### config.mk
export PLATFORM = sky130hd
export DESIGN_NAME = jt51_regwr_sched
export DESIGN_NICKNAME = d
export VERILOG_FILES = /design/src/rtl/jt51_regwr_sched.sv
export SDC_FILE = /design/constraint.sdc
export NUM_CORES = 1
export LEC_CHECK = 0
export BUFFER_PORTS_ARGS = -buffer_cell sky130_fd_sc_hd__buf_2
export CAP_MARGIN = 20
export CORE_ASPECT_RATIO = 2
export CORE_UTILIZATION = 30
export CTS_CLUSTER_SIZE = 25
export DETAILED_ROUTE_END_ITERATION = 12
export GPL_ROUTABILITY_DRIVEN = 0
export GPL_TIMING_DRIVEN = 0
export PLACE_DENSITY = 0.49
export SYNTH_ARGS = -nofsm -noshare
export SYNTH_HDL_FRONTEND = slang
export SYNTH_SLANG_ARGS = --single-unit
### constraint.sdc
create_clock -name clk -period 3.7 [get_ports clk]
set_input_delay 0.74 -clock clk [delete_from_list [all_inputs] [get_ports clk]]
set_output_delay 0.74 -clock clk [all_outputs]
set_load 0.1 [all_outputs]
### src/rtl/jt51_regwr_sched.sv
// jt51_regwr_sched: schedules register writes from a CPU FIFO and a sequencer
// port into the jt51 register file, one write at a time.
// Ports:
//   clk, rst_n, cen                 - clock, async active-low reset, clock enable
//   cpu_we/cpu_addr/cpu_din         - CPU write into a 4-entry FIFO; cpu_full when full
//   seq_req/seq_addr/seq_din        - sequencer request; seq_ack pulses on grant
//   reg_busy                        - register file busy flag
//   d_in/op/ch, up_*                - per-register update strobe with data/operator/channel
//   glb_we/glb_addr/glb_din         - one-cycle write pulse for global registers
//   tmo_err/tmo_clr                 - sticky busy-handshake timeout flag and its clear
`timescale 1ns/1ps
module jt51_regwr_sched (
  input  logic       clk,
  input  logic       rst_n,
  input  logic       cen,
  input  logic       cpu_we,
  input  logic [7:0] cpu_addr,
  input  logic [7:0] cpu_din,
  output logic       cpu_full,
  input  logic       seq_req,
  input  logic [7:0] seq_addr,
  input  logic [7:0] seq_din,
  output logic       seq_ack,
  input  logic       reg_busy,
  output logic [7:0] d_in,
  output logic [1:0] op,
  output logic [2:0] ch,
  output logic       up_rl,
  output logic       up_kc,
  output logic       up_kf,
  output logic       up_pms,
  output logic       up_dt1,
  output logic       up_tl,
  output logic       up_ks,
  output logic       up_amsen,
  output logic       up_dt2,
  output logic       up_d1l,
  output logic       up_keyon,
  output logic       glb_we,
  output logic [7:0] glb_addr,
  output logic [7:0] glb_din,
  output logic       tmo_err,
  input  logic       tmo_clr
);

  localparam int unsigned AW         = 8;
  localparam int unsigned DW         = 8;
  localparam int unsigned FIFO_DEPTH = 4;
  localparam int unsigned PW         = 2;
  localparam int unsigned CW         = 3;
  localparam int unsigned TW         = 6;
  localparam int unsigned NUP        = 11;

  localparam int unsigned UP_RL    = 0;
  localparam int unsigned UP_KC    = 1;
  localparam int unsigned UP_KF    = 2;
  localparam int unsigned UP_PMS   = 3;
  localparam int unsigned UP_DT1   = 4;
  localparam int unsigned UP_TL    = 5;
  localparam int unsigned UP_KS    = 6;
  localparam int unsigned UP_AMSEN = 7;
  localparam int unsigned UP_DT2   = 8;
  localparam int unsigned UP_D1L   = 9;
  localparam int unsigned UP_KEYON = 10;

  // The counter reaches 63 on the edge where it leaves this value.
  localparam logic [TW-1:0] TMO_LAST = TW'(62);

  typedef enum logic [2:0] {IDLE, ARB, ISSUE, HOLD, GLB} state_t;

  state_t            state;
  logic [AW+DW-1:0]  fifo_mem [FIFO_DEPTH];
  logic [PW-1:0]     wr_ptr;
  logic [PW-1:0]     rd_ptr;
  logic [CW-1:0]     count;
  logic              rr_pri;   // 1: sequencer wins the next tie
  logic [TW-1:0]     tmo_cnt;
  logic [NUP-1:0]    up_vec;

  logic              push;
  logic              pop;
  logic              cpu_rdy;
  logic              sel_seq;
  logic [AW-1:0]     ent_addr;
  logic [DW-1:0]     ent_din;
  logic [NUP-1:0]    ent_up;
  logic              ent_glb;
  logic [1:0]        ent_op;
  logic [2:0]        ent_ch;

  // Address to update-strobe decode; all-zero means a global register.
  function automatic logic [NUP-1:0] decode_up(input logic [AW-1:0] a);
    logic [NUP-1:0] v;
    v = '0;
    if (a == 8'h08) begin
      v[UP_KEYON] = 1'b1;
    end else begin
      case (a[7:5])
        3'd1: begin
          case (a[4:3])
            2'd0: v[UP_RL]  = 1'b1;
            2'd1: v[UP_KC]  = 1'b1;
            2'd2: v[UP_KF]  = 1'b1;
            2'd3: v[UP_PMS] = 1'b1;
          endcase
        end
        3'd2:    v[UP_DT1]   = 1'b1;
        3'd3:    v[UP_TL]    = 1'b1;
        3'd4:    v[UP_KS]    = 1'b1;
        3'd5:    v[UP_AMSEN] = 1'b1;
        3'd6:    v[UP_DT2]   = 1'b1;
        3'd7:    v[UP_D1L]   = 1'b1;
        default: v = '0;
      endcase
    end
    return v;
  endfunction

  assign cpu_full = count[2];
  assign cpu_rdy  = (count != '0);
  assign push     = cpu_we && !cpu_full;

  // Round-robin: sequencer wins when alone or when it holds priority.
  assign sel_seq  = seq_req && (!cpu_rdy || rr_pri);
  assign pop      = cen && (state == ARB) && cpu_rdy && !sel_seq;

  assign ent_addr = sel_seq ? seq_addr : fifo_mem[rd_ptr][AW+DW-1:DW];
  assign ent_din  = sel_seq ? seq_din  : fifo_mem[rd_ptr][DW-1:0];
  assign ent_up   = decode_up(ent_addr);
  assign ent_glb  = (ent_up == '0);

  // Operator/channel fields: keyon takes the channel from the data byte.
  always_comb begin
    ent_op = 2'd0;
    ent_ch = ent_addr[2:0];
    if (ent_up[UP_KEYON]) begin
      ent_ch = ent_din[2:0];
    end else if (ent_addr[7:6] != 2'b00) begin
      ent_op = ent_addr[4:3];
    end
  end

  // FIFO storage, data only.
  always_ff @(posedge clk) begin
    if (push) begin
      fifo_mem[wr_ptr] <= {cpu_addr, cpu_din};
    end
  end

  // FIFO pointers, arbitration FSM and all registered outputs.
  always_ff @(posedge clk or negedge rst_n) begin
    if (!rst_n) begin
      state    <= IDLE;
      wr_ptr   <= '0;
      rd_ptr   <= '0;
      count    <= '0;
      rr_pri   <= 1'b0;
      tmo_cnt  <= '0;
      up_vec   <= '0;
      seq_ack  <= 1'b0;
      glb_we   <= 1'b0;
      glb_addr <= '0;
      glb_din  <= '0;
      d_in     <= '0;
      op       <= '0;
      ch       <= '0;
      tmo_err  <= 1'b0;
    end else begin
      if (push) wr_ptr <= wr_ptr + PW'(1);
      if (pop)  rd_ptr <= rd_ptr + PW'(1);
      count <= count + CW'(push) - CW'(pop);

      // A timeout later in this block overrides the clear.
      if (tmo_clr) tmo_err <= 1'b0;

      if (cen) begin
        seq_ack <= 1'b0;
        glb_we  <= 1'b0;
        case (state)
          IDLE: begin
            if (cpu_rdy || seq_req) state <= ARB;
          end
          ARB: begin
            if (cpu_rdy || seq_req) begin
              rr_pri  <= !sel_seq;
              seq_ack <= sel_seq;
              tmo_cnt <= '0;
              if (ent_glb) begin
                glb_we   <= 1'b1;
                glb_addr <= ent_addr;
                glb_din  <= ent_din;
                state    <= GLB;
              end else begin
                up_vec <= ent_up;
                d_in   <= ent_din;
                op     <= ent_op;
                ch     <= ent_ch;
                state  <= ISSUE;
              end
            end else begin
              state <= IDLE;
            end
          end
          ISSUE: begin
            if (reg_busy) begin
              state <= HOLD;
            end else begin
              tmo_cnt <= tmo_cnt + TW'(1);
              if (tmo_cnt == TMO_LAST) begin
                up_vec  <= '0;
                tmo_err <= 1'b1;
                state   <= IDLE;
              end
            end
          end
          HOLD: begin
            if (!reg_busy) begin
              up_vec <= '0;
              state  <= IDLE;
            end
          end
          GLB: begin
            state <= IDLE;
          end
          default: begin
            up_vec <= '0;
            state  <= IDLE;
          end
        endcase
      end
    end
  end

  assign up_rl    = up_vec[UP_RL];
  assign up_kc    = up_vec[UP_KC];
  assign up_kf    = up_vec[UP_KF];
  assign up_pms   = up_vec[UP_PMS];
  assign up_dt1   = up_vec[UP_DT1];
  assign up_tl    = up_vec[UP_TL];
  assign up_ks    = up_vec[UP_KS];
  assign up_amsen = up_vec[UP_AMSEN];
  assign up_dt2   = up_vec[UP_DT2];
  assign up_d1l   = up_vec[UP_D1L];
  assign up_keyon = up_vec[UP_KEYON];

endmodule

# ---- Yosys cells after proc, flatten, opt, wreduce, memory -nomap -nowiden
# Memory sizes are Yosys's and may differ from the RTL's.
# Index checks and enable logic that the tools add are counted.
dict set report op_classes {
  n_addsub 5
  multipliers 0
  div 0
  order_cmp 0
  n_eq_ne 23
  n_shift 0
  muxes 46
  bitwise_logic 2
  reduce_logical 23
}
# op n
set op_table {}
lappend op_table {{$mux 11} 5}
lappend op_table {{$pmux 11 s4} 1}
lappend op_table {{$mux 1} 23}
lappend op_table {{$mux 3} 7}
lappend op_table {{$mux 8} 2}
lappend op_table {{$reduce_and 4->1} 4}
lappend op_table {{$eq 3x3->1 const B} 5}
lappend op_table {{$eq 3x2->1 const B} 4}
lappend op_table {{$mux 6} 2}
lappend op_table {{$pmux 3 s4} 1}
lappend op_table {{$pmux 6 s2} 1}
lappend op_table {{$logic_not 11->1} 1}
lappend op_table {{$mux 10} 1}
lappend op_table {{$ne 2x2->1 const B} 5}
lappend op_table {{$eq 8x4->1 const B} 1}
lappend op_table {{$reduce_and 7->1} 1}
lappend op_table {{$add 6x1->6 const B} 1}
lappend op_table {{$eq 3x1->1 const B} 2}
lappend op_table {{$eq 6x6->1 const B} 1}
lappend op_table {{$logic_and 1x1->1} 5}
lappend op_table {{$add 2x1->2 const B} 2}
lappend op_table {{$eq 2x2->1 const B} 2}
lappend op_table {{$mux 2} 2}
lappend op_table {{$mux 4} 1}
lappend op_table {{other kinds (14)} 19}
dict set report word_totals {
  regBits 60
  latchBits 0
  ramBits 64
  mem_bits_ro 0
  inputBits 39
  wordCells 115
  n_memories 1
}
# memory words width rd rd_clocked_by_memory_dff wr line
set memory_table {}
lappend memory_table {fifo_mem 4 16 1 0 1 72} ;# logic [AW+DW-1:0] fifo_mem [FIFO_DEPTH];

# ---- Depth between registers and ports, before layout
dict set report depth {
  ltp_word 13
  depth_mapped 11
  ltp_nobuf 10
}

# ---- Least setup slack after synthesis
# No wires, ideal clock.
dict set report synth_timing {
  path_kind {register to register}
  from {register count[2]}
  to {register count[2]}
  setup_ns 0.125
  arrival_time_ns 3.255
  path_slack_ns 0.319
  path_stages_with_launch 12
  path_buffers 1
  period_less_slack_ns 3.381
  path_cell_list {dfrtp_1 > nor3_1 > o21ai_4 > buf_2 > nor3b_1 > ha_1 > inv_1 > ha_1 > inv_1 > fa_1 > xnor2_1 > xnor2_1}
}
dict set report synth_between {
  elab_chain_cells 7
  word_cells_on_any_way 11
  classes_between {add/sub (2); reduce/logical (9)}
}
# item line
set synth_rtl {}
lappend synth_rtl {{from (decl)} 75} ;# logic [CW-1:0] count;
lappend synth_rtl {{from (signal assigned)} 171} ;# count <= count + CW'(push) - CW'(pop);
lappend synth_rtl {{$reduce_bool 3->1 *} 120} ;# assign cpu_rdy = (count != '0);
lappend synth_rtl {{$logic_not 1->1} 124} ;# assign sel_seq = seq_req && (!cpu_rdy || rr_pri);
lappend synth_rtl {{$logic_or 1x1->1} 124}
lappend synth_rtl {{$logic_and 1x1->1} 124}
lappend synth_rtl {{$logic_not 1->1} 125} ;# assign pop = cen && (state == ARB) && cpu_rdy && !sel_seq;
lappend synth_rtl {{$logic_and 1x1->1 *} 125}
lappend synth_rtl {{net pop} 81} ;# logic pop;
lappend synth_rtl {{$sub 3x1->3 *} 171}
# Mark *: on every way through the listed nets, which the timed path passes. The rest lies on a longest branch.
# A chain may end at the register's enable or synchronous reset.

# ---- Final worst setup path
dict set report layout_timing {
  from {register state[1]}
  to {register count[2]}
}
dict set report layout_between {
  elab_chain_cells 5
}
# item line
set layout_rtl {}
lappend layout_rtl {{from (decl)} 71} ;# state_t state;
lappend layout_rtl {{from (signal assigned)} 153} ;# state <= IDLE;
lappend layout_rtl {{from (signal assigned)} 181} ;# if (cpu_rdy || seq_req) state <= ARB;
lappend layout_rtl {{from (signal assigned)} 192} ;# state <= GLB;
lappend layout_rtl {{$eq 3x1->1} 125}
lappend layout_rtl {{$logic_and 1x1->1 (3 in a row)} 125}
lappend layout_rtl {{net pop} 81}
lappend layout_rtl {{$sub 3x1->3} 171}
# The timed path passes the listed nets, and every way through them passes these cells.

==> metrics.cfg <==
[run_status]
outcome = complete, no violations

[route]
vias = 3255
ant_nets = 0
drtIter0Drc = 110
firstDrtPassIters = 5
wl_per_cell_um = 17.9
viasPerCell = 4.83
route.detailed.drc = 0
drt_wl_total_um = 12100

[timing]
clock.fmax_mhz = 326
timing.final.crit_share = 0.828
maxSlewViolCount = 0
period_needed_ns = 3.06
hold_viol = 0
setup_violations = 0
relSlewSlack = 0.405
tns_ns = 0
worst_slew_pin_slew_ns = 0.892
fin_hold_ws_ns = 0.318
grt_setup_unrepaired = no
fin_skew_ns = 0.00845

[yosys]
synth_cell_types = 49
syn_inst = 353
seq_area_frac_synth = 0.664
avgSynthCellArea_um2 = 14.6
yosysWarnings = 0
synth_edf_count = 64
ys_ff_latch = 124
synthArstFlopShare = 0.484
syn_area_mm2 = 0.00515
syn_nets = 401
synth_ff_type = edfxtp_1

[clocking]
cts_root_buf = clkbuf_16
cts_resized = 0
clkLatencyLatePin_ns = 0.42
cts_buffers = 17
cts.sinks = 124
clk_transition_reported_paths_ns = 0.06
cts_setup_buffers = 0
ctsHoldBuffers = 0
cts_tree = done
h-tree-depth = 4
cts_buffer_depth = 2

[place]
hpwl_um = 8920
port_buffers = 81

[floorplan]
io_pins = 83
die_height_um = 187
die_w_um = 94.7
rows = 67
start_util = 0.307
core_area_mm2 = 0.0168
dieArea_mm2 = 0.0177

[global_route]
grt_usage = 0.149
antenna_found_initial = 0
grt-ovfl-total = 0
grt_pass1_wl_um = 19100
grt_max_degree = 38
grt_pass1_vias = 3493

[critical_path]
worstSetupPathType = register to register
cp_slowest_cell = nor3b_1
cp-end-kind = register
critPathMaxStageDelay_ns = 0.50
crit_chain = clkbuf_1 -> nor3b_1 -> nand2_1 -> nor3b_1 -> ha_1 -> inv_1 -> ha_1 -> inv_1 -> fa_1 -> xnor2_1 -> xnor2_1
startpoint_type = register
cp_data_required_time_ns = 4.00
crit_arrival_ns = 3.36
cp_max_fo = 8

[layout]
regArea_mm2 = 0.00342
area_growth_pct = 25.0
layout-drive-gt1-share = 0.310
nets = 502
fillers = 1616
antenna_cells = 0
multiInputGateArea_mm2 = 0.00159

[power_and_ir_drop]
irDropWorstVdd_mv = 0.348
power.density_mw_per_mm2 = 971
p_leak_nw = 2.68

[job]
cap_violations = 0

[min_path]
hold_path_class = input pin to asynchronous set/reset pin

power by group:
group | leakage, nW | internal, mW | switching [mW]
Clock | 0.279 | 1.09 | 0.611
Sequential | 1.35 | 1.79 | 0.166
Combinational | 1.06 | 0.634 | 1.96
state kept, by name, indices dropped and copies added, names as in the netlist, 6 cells and up:
register and cells:
tmo_cnt 6, fifo_mem 64, up_vec 11, glb_addr 8
glb_din 8, d_in 8
layout by cell type (no fill, tap or decap), drive strengths merged, types with 14 or more instances in the layout:
cell type / n
buf: 90
clkbuf: 29
dfrtp: 60
edfxtp: 64
inv: 16
mux2i: 14
mux4: 16
nand2: 25
nor2: 18
o21ai: 21
synth_stat cells (3+ instances only):
| cell type | n | area share |
|---|---|---|
| edfxtp_1 | 64 | 0.37 |
| dfrtp_1 | 60 | 0.29 |
| nand2_1 | 25 | 0.018 |
| o21ai_0 | 20 | 0.019 |
| nor2_1 | 18 | 0.013 |
| inv_1 | 16 | 0.012 |
| mux4_2 | 16 | 0.070 |
| mux2i_1 | 14 | 0.027 |
| a21oi_1 | 12 | 0.012 |
| and2_1 | 8 | 0.0097 |
| ha_1 | 8 | 0.019 |
| nor3_1 | 8 | 0.0078 |
| clkbuf_1 | 7 | 0.0051 |
| a22o_1 | 6 | 0.010 |
| nand3_1 | 5 | 0.0049 |
| a32o_1 | 4 | 0.0078 |
| buf_2 | 4 | 0.0039 |
| mux2_2 | 4 | 0.0087 |
| o22ai_1 | 4 | 0.0049 |
| xnor2_1 | 4 | 0.0068 |
| xor2_1 | 4 | 0.0068 |
| nand4_1 | 3 | 0.0036 |
| o21a_1 | 3 | 0.0044 |
| or3_1 | 3 | 0.0036 |
area by class of cell:
class | instances | share of cell area
inverter | 16 | 0.00932
clock buffer | 22 | 0.0720
multi-input combinational | 198 | 0.247
clock inverter | 10 | 0.0219
tap | 207 | 0.0402
timing repair buffer | 82 | 0.0660
buffer | 15 | 0.0118
sequential | 124 | 0.531
final timing paths:
kind                       slack [ns]     endpoint  depth (start not counted)        start
setup / recovery                 0.64     count[2]                         11     state[1]
hold / removal                   0.32    up_vec[4]                          1        rst_n
setup reg to reg                 0.64     count[2]                         11     state[1]
hold reg to reg                  0.48  glb_addr[3]                          2  glb_addr[3]
max in group asynchronous        2.77  glb_addr[5]                          2        rst_n
min in group clk                 0.48  glb_addr[3]                          2  glb_addr[3]
critical path, delay by kind of cell (launching register included):
kind          cells  cell delay, ns
xor+xnor          2            0.27
buf+inv           3            0.28
flops             1            0.35
fa+ha+maj         3            0.82
simple gates      3            1.20
cell families after synthesis:
kind of cell | after synthesis | synth area share
AO/OA/AOI/OAI | 61 | 0.0818
XOR/XNOR | 8 | 0.0136
adder cells (fa/ha/maj) | 9 | 0.0233
buffers and inverters | 31 | 0.0265
flip-flops | 124 | 0.664
multiplexers | 34 | 0.106
AND/OR/NAND/NOR | 86 | 0.0847
per-stage QoR:
step | setup slack, ns | util | cells | cell area [um2] | power [mW]
after floorplan | 0.319 | - | 353 | 5150 | 4.04
after global placement | 0.420 | 0.347 | 641 | 5820 | 4.58
after detailed placement | 0.428 | 0.348 | 642 | 5840 | 4.61
after CTS | 0.558 | 0.384 | 674 | 6440 | 6.32
after global routing | 0.325 | 0.384 | 674 | 6440 | 6.55
final | 0.636 | 0.384 | 674 | 6440 | 6.25
per-layer routing:
layer | global-route usage | vias up | part of all wire
li1 | - | 1515 | -
met1 | 0.150 | 1643 | 0.36
met2 | 0.269 | 76 | 0.57
met3 | 0.0321 | 21 | 0.036
met4 | 0.0874 | 0 | 0.029
met5 | 0 | - | 0
No activity file was read; power rests on OpenSTA's default activity.
